===== src/rtl/isa_pkg.sv =====
// Shared ISA definitions for the instruction issuer: field layout, opcodes,
// FSM state encoding and small decode helpers used by issuer and hazard checker.
package isa_pkg;

  localparam int INS_W    = 16;
  localparam int REG_W    = 3;
  localparam int OP_MSB   = 15;
  localparam int OP_LSB   = 9;
  localparam int DEST_MSB = 8;
  localparam int DEST_LSB = 6;
  localparam int SRCB_MSB = 5;
  localparam int SRCB_LSB = 3;
  localparam int SRCA_MSB = 2;
  localparam int SRCA_LSB = 0;

  localparam logic [6:0] OP_NOP  = 7'd0;
  localparam logic [6:0] OP_LOAD = 7'd1;
  localparam logic [6:0] OP_ADD  = 7'd2;

  localparam logic [INS_W-1:0] NOP_WORD = 16'h0000;

  localparam logic [1:0] ST_IDLE  = 2'd0;
  localparam logic [1:0] ST_RUN   = 2'd1;
  localparam logic [1:0] ST_DRAIN = 2'd2;
  localparam logic [1:0] ST_FIN   = 2'd3;

  typedef struct packed {
    logic [6:0]       op;
    logic [REG_W-1:0] dest;
    logic [REG_W-1:0] src_b;
    logic [REG_W-1:0] src_a;
  } ins_t;

  function automatic logic writes_reg(input logic [INS_W-1:0] w);
    return (w[OP_MSB:OP_LSB] == OP_LOAD) || (w[OP_MSB:OP_LSB] == OP_ADD);
  endfunction

  // LOAD addresses through srcB only; NOP reads nothing; every other op reads both.
  function automatic logic reads_a(input logic [INS_W-1:0] w);
    return (w[OP_MSB:OP_LSB] != OP_NOP) && (w[OP_MSB:OP_LSB] != OP_LOAD);
  endfunction

  function automatic logic reads_b(input logic [INS_W-1:0] w);
    return (w[OP_MSB:OP_LSB] != OP_NOP);
  endfunction

endpackage


===== src/rtl/raw_hazard_chk.sv =====
// Combinational read-after-write check of a candidate instruction against the
// two most recently issued destination slots (slot 0 = newest).
module raw_hazard_chk
  import isa_pkg::*;
(
  input  logic [INS_W-1:0] i_cand,
  input  logic             i_slot0_valid,
  input  logic [REG_W-1:0] i_slot0_dest,
  input  logic             i_slot1_valid,
  input  logic [REG_W-1:0] i_slot1_dest,
  output logic             o_hazard
);

  logic             w_rd_a;
  logic             w_rd_b;
  logic [REG_W-1:0] w_src_a;
  logic [REG_W-1:0] w_src_b;
  logic [1:0]       w_slot_valid;
  logic [1:0][REG_W-1:0] w_slot_dest;
  logic [1:0]       w_hit;
  logic             w_unused_dest;

  assign w_rd_a        = reads_a(i_cand);
  assign w_rd_b        = reads_b(i_cand);
  assign w_src_a       = i_cand[SRCA_MSB:SRCA_LSB];
  assign w_src_b       = i_cand[SRCB_MSB:SRCB_LSB];
  assign w_unused_dest = ^i_cand[DEST_MSB:DEST_LSB];

  assign w_slot_valid = {i_slot1_valid, i_slot0_valid};
  assign w_slot_dest  = {i_slot1_dest, i_slot0_dest};

  genvar gi;
  generate
    for (gi = 0; gi < 2; gi++) begin : g_slot
      assign w_hit[gi] = w_slot_valid[gi] &&
                         ((w_rd_a && (w_src_a == w_slot_dest[gi])) ||
                          (w_rd_b && (w_src_b == w_slot_dest[gi])));
    end
  endgenerate

  assign o_hazard = |w_hit;

endmodule


===== src/rtl/ins_issuer.sv =====
// In-order instruction issuer: loads a small program, then issues it with
// RAW-hazard bubbles, drains two NOPs and pulses done.
module ins_issuer
  import isa_pkg::*;
#(
  parameter  int PROG_DEPTH = 16,
  localparam int AW         = $clog2(PROG_DEPTH)
) (
  input  logic             clk,
  input  logic             rst,
  input  logic             prog_we,
  input  logic [AW-1:0]    prog_adr,
  input  logic [INS_W-1:0] prog_data,
  input  logic             start,
  input  logic [AW:0]      prog_len,
  output logic [INS_W-1:0] ins,
  output logic             ins_valid,
  output logic [AW-1:0]    pc,
  output logic             busy,
  output logic             done,
  output logic [7:0]       bubble_cnt
);

  logic [INS_W-1:0] r_mem [PROG_DEPTH];
  logic [1:0]       r_state;
  logic [AW:0]      r_len;
  logic [AW-1:0]    r_pc;
  logic [INS_W-1:0] r_ins;
  logic             r_ins_valid;
  logic             r_done;
  logic [7:0]       r_bubble;
  logic             r_drain_last;
  logic [1:0]       r_slot_v;
  logic [1:0][REG_W-1:0] r_slot_d;

  logic             w_idle;
  logic [AW-1:0]    w_rd_adr;
  logic [INS_W-1:0] w_cand;
  logic             w_hazard;
  logic             w_new_v;
  logic [REG_W-1:0] w_new_d;
  logic             w_last;

  assign w_idle   = (r_state == ST_IDLE);
  // The first instruction is issued on the start edge itself, so IDLE reads index 0.
  assign w_rd_adr = w_idle ? '0 : r_pc;
  // A write to index 0 coinciding with start must be seen by that first issue.
  assign w_cand   = (w_idle && prog_we && (prog_adr == '0)) ? prog_data : r_mem[w_rd_adr];
  assign w_new_v  = writes_reg(w_cand);
  assign w_new_d  = w_cand[DEST_MSB:DEST_LSB];
  assign w_last   = (({1'b0, r_pc} + (AW+1)'(1)) == r_len);

  raw_hazard_chk u_hazard (
    .i_cand        (w_cand),
    .i_slot0_valid (r_slot_v[0]),
    .i_slot0_dest  (r_slot_d[0]),
    .i_slot1_valid (r_slot_v[1]),
    .i_slot1_dest  (r_slot_d[1]),
    .o_hazard      (w_hazard)
  );

  always_ff @(posedge clk) begin
    if (w_idle && prog_we) begin
      r_mem[prog_adr] <= prog_data;
    end
  end

  always_ff @(posedge clk or posedge rst) begin
    if (rst) begin
      r_state      <= ST_IDLE;
      r_len        <= '0;
      r_pc         <= '0;
      r_ins        <= NOP_WORD;
      r_ins_valid  <= 1'b0;
      r_done       <= 1'b0;
      r_bubble     <= '0;
      r_drain_last <= 1'b0;
      r_slot_v     <= '0;
      r_slot_d     <= '0;
    end else begin
      r_ins       <= NOP_WORD;
      r_ins_valid <= 1'b0;
      r_done      <= 1'b0;
      case (r_state)
        ST_IDLE: begin
          if (start) begin
            r_len        <= prog_len;
            r_bubble     <= '0;
            r_drain_last <= 1'b0;
            if (prog_len == '0) begin
              r_pc     <= '0;
              r_state  <= ST_DRAIN;
              r_slot_v <= {r_slot_v[0], 1'b0};
              r_slot_d <= {r_slot_d[0], {REG_W{1'b0}}};
            end else begin
              r_ins       <= w_cand;
              r_ins_valid <= 1'b1;
              r_pc        <= AW'(1);
              r_slot_v    <= {r_slot_v[0], w_new_v};
              r_slot_d    <= {r_slot_d[0], w_new_d};
              r_state     <= (prog_len == (AW+1)'(1)) ? ST_DRAIN : ST_RUN;
            end
          end
        end
        ST_RUN: begin
          if (w_hazard) begin
            r_bubble <= (r_bubble == 8'hFF) ? r_bubble : r_bubble + 8'd1;
            r_slot_v <= {r_slot_v[0], 1'b0};
            r_slot_d <= {r_slot_d[0], {REG_W{1'b0}}};
          end else begin
            r_ins       <= w_cand;
            r_ins_valid <= 1'b1;
            r_pc        <= r_pc + AW'(1);
            r_slot_v    <= {r_slot_v[0], w_new_v};
            r_slot_d    <= {r_slot_d[0], w_new_d};
            if (w_last) begin
              r_state      <= ST_DRAIN;
              r_drain_last <= 1'b0;
            end
          end
        end
        ST_DRAIN: begin
          r_slot_v <= {r_slot_v[0], 1'b0};
          r_slot_d <= {r_slot_d[0], {REG_W{1'b0}}};
          if (r_drain_last) begin
            r_state <= ST_FIN;
            r_done  <= 1'b1;
          end else begin
            r_drain_last <= 1'b1;
          end
        end
        ST_FIN: begin
          r_state <= ST_IDLE;
        end
        default: begin
          r_state <= ST_IDLE;
        end
      endcase
    end
  end

  assign ins        = r_ins;
  assign ins_valid  = r_ins_valid;
  assign pc         = r_pc;
  assign busy       = (r_state != ST_IDLE);
  assign done       = r_done;
  assign bubble_cnt = r_bubble;

endmodule

===== config.mk =====
export PLATFORM = sky130hd
export DESIGN_NAME = ins_issuer
export DESIGN_NICKNAME = d
export VERILOG_FILES = /design/src/rtl/isa_pkg.sv /design/src/rtl/raw_hazard_chk.sv /design/src/rtl/ins_issuer.sv
export SDC_FILE = /design/constraint.sdc
export NUM_CORES = 1
export LEC_CHECK = 0
export ABC_AREA = 1
export CORE_MARGIN = 3
export CORE_UTILIZATION = 45
export DETAILED_ROUTE_END_ITERATION = 10
export PLACE_DENSITY_LB_ADDON = 0.3
export SETUP_SLACK_MARGIN = 0.4
export SLEW_MARGIN = 20
export SYNTH_ARGS = -nofsm -noshare
export SYNTH_HDL_FRONTEND = slang
export SYNTH_SLANG_ARGS = --single-unit

===== constraint.sdc =====
create_clock -name clk -period 7.72 [get_ports clk]
set_input_delay 1.544 -clock clk [delete_from_list [all_inputs] [get_ports clk]]
set_output_delay 1.544 -clock clk [all_outputs]
set_load 0.02 [all_outputs]

======== After elaboration in Yosys (flattened, before gate mapping) ========
Memories as Yosys holds them, arrays and structs flattened.
Index checks and enable logic that the tools add are counted.
storage, ports and cells
  output and inout port bits .............. 31
  word-level logic and storage cells ...... 101
  memory bits (writable) .................. 256
  input port bits ......................... 29
  bits in registers ....................... 46
  memories kept ........................... 1
memory list
  name   depth  width  rd ports  clocked after Yosys merged registers in  wr ports  line              source
  r_mem  16     16     1         0                                        1         ins_issuer.sv:24  logic [INS_W-1:0] r_mem [PROG_DEPTH];
operators by class
  add/subtract/negate cells ............... 3
  equality and inequality tests ........... 19
  reductions and logical operators ........ 26
  muxes and demuxes ....................... 41
operators with widths
  kind                                                   count
  2-to-1 mux 16 bit                                      4
  one-hot mux 16 bit (2 select lines)                    1
  2-to-1 mux 8 bit                                       3
  one-hot mux 6 bit (3 select lines)                     1
  one-hot mux 8 bit (2 select lines)                     1
  2-to-1 mux 2 bit                                       7
  2-to-1 mux 1 bit                                       13
  == test 3 bit                                          4
  2-to-1 mux 4 bit                                       3
  AND reduction 4 bit                                    3
  inequality test 2 bit, second input constant           5
  logical AND 1 bit                                      9
  adder 8 x 1 -> 8 bit, second input constant            1
  == test 8 bit, second input constant                   1
  one-hot mux 2 bit (4 select lines)                     1
  one-hot mux 4 bit (2 select lines)                     1
  == test 7 x 1 -> 1 bit, second input constant          1
  == test 7 x 2 -> 1 bit, second input constant          1
  inequality test 7 x 1 -> 1 bit, second input constant  1
  nonzero test 7 bit                                     1
  2-to-1 mux 3 bit                                       2
  2-to-1 mux 6 bit                                       1
  one-hot mux 2 bit (3 select lines)                     1
  adder 4 x 1 -> 5 bit, second input constant            1
  17 further kinds                                       22

======== Depth between registers and ports, before layout ========
  depth after elaboration ................. 12
  mapped depth ............................ 25

======== Hierarchy ========
A second synthesis with hierarchy kept.
second synthesis, totals
  cell total of the unflattened synthesis .. 1256
  area total of the unflattened synthesis .. 13098.8 µm²
by module, submodules not included
  module          area each (µm²)  sequential area each (µm²)  instances  cells each
  ins_issuer      12829.8          8838.5                      1          1186
  raw_hazard_chk  269.0            0.0                         1          70

======== Worst setup path before layout ========
No wires, ideal clock.
  path type ............................... input-to-reg
  start point ............................. input prog_we
  end point ............................... register r_bubble[0] (netlist: bubble_cnt[0])
  required time ........................... 7.602 ns
  path buffers ............................ 2
  path slack .............................. 3.962 ns
  setup time .............................. 0.118 ns
  cell stages on the path ................. 15
  data arrival time ....................... 3.640 ns
  cell sequence ........................... nand2_1 > nor3_2 > inv_2 > nor2_4 > clkbuf_1 > o21ai_0 > nor2_1 > nand3_1 > nand2_1 > nand2_1 > nand2_1 > nand3_2 > buf_2 > nand4_1 > nand2_1
on the way
  cells in the longest elaborated chain, start to end .. 11
  elaborated cells between the ends (all ways) .. 21
ends and longest elaborated chain
  element                                                               line                          source
  start: declaration                                                    ins_issuer.sv:11              input logic prog_we,
  logical AND 1 bit (*) (2 in series)                                   ins_issuer.sv:48              assign w_cand = (w_idle && prog_we && (prog_adr == '0)) ? prog_data : r_mem[w_rd_adr];
  2-to-1 mux 16 bit (*)                                                 ins_issuer.sv:48
  inequality test 7 x 1 -> 1 bit or nonzero test 7 bit (tied branches)  isa_pkg.sv:40, isa_pkg.sv:44
  logical AND 1 bit                                                     isa_pkg.sv:40                 return (w[OP_MSB:OP_LSB] != OP_NOP) && (w[OP_MSB:OP_LSB] != OP_LOAD);
  logical AND 1 bit                                                     raw_hazard_chk.sv:36          ((w_rd_a && (w_src_a == w_slot_dest[gi])) ||
  logical OR 1 bit                                                      raw_hazard_chk.sv:36
  logical AND 1 bit                                                     raw_hazard_chk.sv:35          assign w_hit[gi] = w_slot_valid[gi] &&
  OR reduction 2 bit (*)                                                raw_hazard_chk.sv:41          assign o_hazard = |w_hit;
  inequality test 2 x 1 -> 1 bit (no source line) (*)                   -
  AND reduction 4 bit (no source line) (*)                              -
  end signal: assignment                                                ins_issuer.sv:107             r_bubble <= (r_bubble == 8'hFF) ? r_bubble : r_bubble + 8'd1;
  end: declaration                                                      ins_issuer.sv:31              logic [7:0] r_bubble;
Mark *: on every way between the ends. The rest lies on a longest branch, timed or not.
A chain may end at the register's enable or synchronous reset.

======== Worst setup path after layout ========
  start point ............................. register r_state[0]
  end point ............................... register r_bubble[7] (netlist: bubble_cnt[7])
on the way
  cells in the longest elaborated chain, start to end .. 12
  elaborated cells between the ends (all ways) .. 29
ends and longest elaborated chain
  element                                                               line                                source
  start: declaration                                                    ins_issuer.sv:25                    logic [1:0] r_state;
  start signal: assignment                                              ins_issuer.sv:101                   r_state <= (prog_len == (AW+1)'(1)) ? ST_DRAIN : ST_RUN;
  logical NOT 2 bit                                                     ins_issuer.sv:44, ins_issuer.sv:84
  2-to-1 mux 4 bit or logical AND 1 bit (tied branches)                 ins_issuer.sv:46, ins_issuer.sv:48
  memory (16 x 16 bit) or logical AND 1 bit (tied branches)             -
  2-to-1 mux 16 bit                                                     ins_issuer.sv:48
  inequality test 7 x 1 -> 1 bit or nonzero test 7 bit (tied branches)  isa_pkg.sv:40, isa_pkg.sv:44
  logical AND 1 bit                                                     isa_pkg.sv:40
  logical AND 1 bit                                                     raw_hazard_chk.sv:36
  logical OR 1 bit                                                      raw_hazard_chk.sv:36
  logical AND 1 bit                                                     raw_hazard_chk.sv:35
  OR reduction 2 bit                                                    raw_hazard_chk.sv:41
  inequality test 2 x 1 -> 1 bit (no source line)                       -
  AND reduction 4 bit (no source line)                                  -
Parallel ways exist; a longest one is shown, timed or not.

==> metrics.txt <==
clock buffer depth=3; GRT Overall Usage=21.51%; largest stage delay on the critical path=0.61 ns; post-DP HPWL=18830 microns; die area=31380 sq um; Synth Net Count=1297; # DRC=0; grt ovf=0; crit-path max FO=136; Avg Inst Size Synth=10.45 sq um; Slew Limit Fails=0; post-CTS setup buffers=0; met2 GRT Util=36.14%; RSZ-0062 raised after global routing=no; Reg2Reg Setup Slack=3.31 ns; worst-margin pin slew=0.9927 ns; Die H=177.1 microns; die width=177.1 microns; NumNets Final=1353; Final Hold Fails=0; sequential element share of the synthesized area=67.06%; grt peak-use layer=met2; Via density=5.435; outcome=complete, no violations; first drt pass iteration count=5; Initial Util=45.80%; post-route cell area=15160 sq um; Synth Area in Adders=0.6645%; gpl congestion=0.9078; post-route ant nets=0; post-route setup slack=3.311 ns; clk_skew=0.02411 ns; largest family of logic cells by synthesized area=simple AND/OR/NAND/NOR gates; internal cell power=3.201 mW; WL/cell=19.35 microns; Critical Path RT=8.21 ns; number of global-route vias before repair=8835; Area growth syn-to-layout=15.00%; power density over cell area=332.2 nW/um^2; slew margin rel.=33.82%; clock network fraction of total power=28.0%; clock sink total=302; H-tree Lvls=1; Yosys Warn Count=0; mux cell area share after synthesis=0.1709%; register bit total from synthesis=302; post-synth cell types=40; Finished Layout Cells=1725; Num CTS Buffers=31; Rows=62; setup TNS=0 ns; CP Data Arrival Time=4.90 ns; Crit Path Category=flip-flop to flip-flop; largest net degree at the start of global routing=137; I/O Buffers=59; WL final=33380 microns; Post-synth EDFFs=256; startpoint types=flip-flop; Boundary Pins=60; DRT iter0 DRCs=1148; grt met3 use=3.003%; placed instance area=14210 sq um; Synth Area in XOR/XNOR=0.1994%; Core Area=28780 sq um; Comb pwr share=33.3%; Final Critical Period=4.409 ns; Clock transition at path regs=0.06 ns; part of the cycle the worst path needs=57.11%; Worst VDD drop=0.2138 mV; post-CTS sizing=0; CTS tree=yes; Diodes inserted=0; final core occ=52.66%; NetSw=1.834 mW; Min-Delay Path Class=flip-flop to flip-flop; CP endpoint kind=flip-flop; total number of vias=9375; Compound-Gate Fraction of Synth Area=2.743%; cts hold-fix bufs=0; Sequential Power Share=38.7%; CP max-delay cell=nand2_8; Top FF cell, synth=edfxtp_1; fillers=2506; Root Buffer=clkbuf_16; Final setup violation count=0; simple-gate share of the synthesized area=23.93%; total power=5.035 mW; Setup WS pre-CTS=2.825 ns; Pleak=5.992 nW; sw frac=36.43%; Crit path top cell by count=nand2_1; Final Hold Slack=0.4990 ns; worst skew pair latency=0.57 ns; maxcap violations=0; CP cell instances=inv_1 -> ha_1 -> inv_2 -> nand2_8 -> o211ai_1 -> nand3_1 -> nand3_1 -> nand3_1 -> nand2_1 -> nand2_1 -> nor2_1 -> nand2_1 -> nand2_1 -> nand2_1 -> nand2_1 -> nand3_2 -> nand3_1 -> nand2_1 -> nand2_1; fmax=0.2268 GHz; layout cells sized above 1=8.277%; antenna violations before repair=1; GR Util met1=30.12%; Syn Inst Count=1261; dpl cells=1668; Netlist Area Pre-Place=13180 sq um; share of synthesized flip-flops with an asynchronous set or reset=15.23%; first-pass GRT wire length=52210 microns
## cell families (layout without fill, tap and decap cells)
group / after synthesis / after routing
simple gates: 724 / 724
fa+ha+maj: 7 / 7
xor+xnor: 3 / 3
mux: 2 / 2
flops: 302 / 302
buf+inv: 166 / 246
compound gates: 57 / 57
## worst paths after layout
kind / startpoint / to / depth (start not counted)
worst max register to register: r_state[0] / bubble_cnt[7] / 19
max in group asynchronous: rst / done / 2
worst min register to register: r_drain_last / done / 2
worst max-delay path: r_state[0] / bubble_cnt[7] / 19
min in group asynchronous: rst / ins[10] / 2
worst min-delay path: r_drain_last / done / 2
## cell usage in the layout (no fill, tap or decap), types with 2 or more instances in the layout
cell type	count
a21boi_0	3
a21oi_1	10
a221oi_1	6
a31oi_1	12
buf_4	25
bufinv_16	2
clkbuf_1	7
clkbuf_16	31
clkdlybuf4s50_1	59
clkinv_1	15
clkinv_2	4
dfrtp_1	46
edfxtp_1	256
ha_1	7
inv_1	96
inv_2	6
mux2_2	2
nand2_1	373
nand2_2	3
nand3_1	256
nand3b_1	2
nand4_1	10
nor2_1	36
nor2_2	16
nor2_4	3
nor3_1	4
o211ai_1	4
o21ai_0	14
o31ai_1	3
or2_2	15
xor2_1	3
## flip-flops by register name (all words and copies together) (netlist names)
signal,count
ins_valid,1
r_mem,256
r_slot_d,6
r_len,5
done,1
ins,16
bubble_cnt,8
pc,4
r_state,2
r_drain_last,1
r_slot_v,2
## layout make-up
cell class                 count  area, sq um  area share, %
inverter                     105        395.4          2.609
clock buffer                  38        802.0          5.291
multi-input combinational    793         3719          24.53
timing repair buffer          84        778.2          5.135
clock inverter                19        143.9         0.9493
tap                          384        480.5          3.170
sequential                   302         8838          58.31
## Yosys cell counts, drive strengths merged (4+ instances only)
| library cell | instances | share of area (%) |
|---|---|---|
| inv | 104 | 3.0 |
| o211ai | 4 | 0.23 |
| o21ai | 14 | 0.53 |
| or2 | 17 | 0.81 |
| clkbuf | 22 | 0.63 |
| nor2 | 55 | 1.6 |
| edfxtp | 256 | 58 |
| nand2 | 377 | 11 |
| a31oi | 12 | 0.57 |
| dfrtp | 46 | 8.7 |
| nand3 | 257 | 9.8 |
| buf | 39 | 1.6 |
| nand4 | 10 | 0.47 |
| ha | 7 | 0.66 |
| a221oi | 6 | 0.40 |
| a21oi | 10 | 0.38 |
| nor3 | 5 | 0.23 |
## metal layers
| metal | vias up | wire, microns |
|---|---|---|
| met1 | 4524 | 14030 |
| met3 | 51 | 2327 |
| li1 | 4430 | - |
| met5 | - | 13 |
| met4 | 2 | 675 |
| met2 | 368 | 16330 |
## critical path: cells and delay by family, from the launching register on
| kind | cells | cell delay (ns) |
|---|---|---|
| buffers and inverters | 2 | 0.60 |
| AND/OR/NAND/NOR | 15 | 2.47 |
| adder cells (fa/ha/maj) | 1 | 0.30 |
| AO/OA/AOI/OAI | 1 | 0.42 |
| flip-flops | 1 | 0.41 |
## power groups by stage
stage | Combinational (mW) | Clock (mW) | Sequential (mW)
2_1_floorplan | 1.15 | 0 | 2.01
3_3_place_gp | 1.63 | 0 | 1.98
3_5_place_dp | 1.66 | 0 | 1.98
4_1_cts | 1.67 | 1.43 | 1.95
5_1_grt | 1.89 | 1.50 | 1.96
6_report | 1.68 | 1.41 | 1.95
Note: power is estimated with default switching activity, not from simulation.
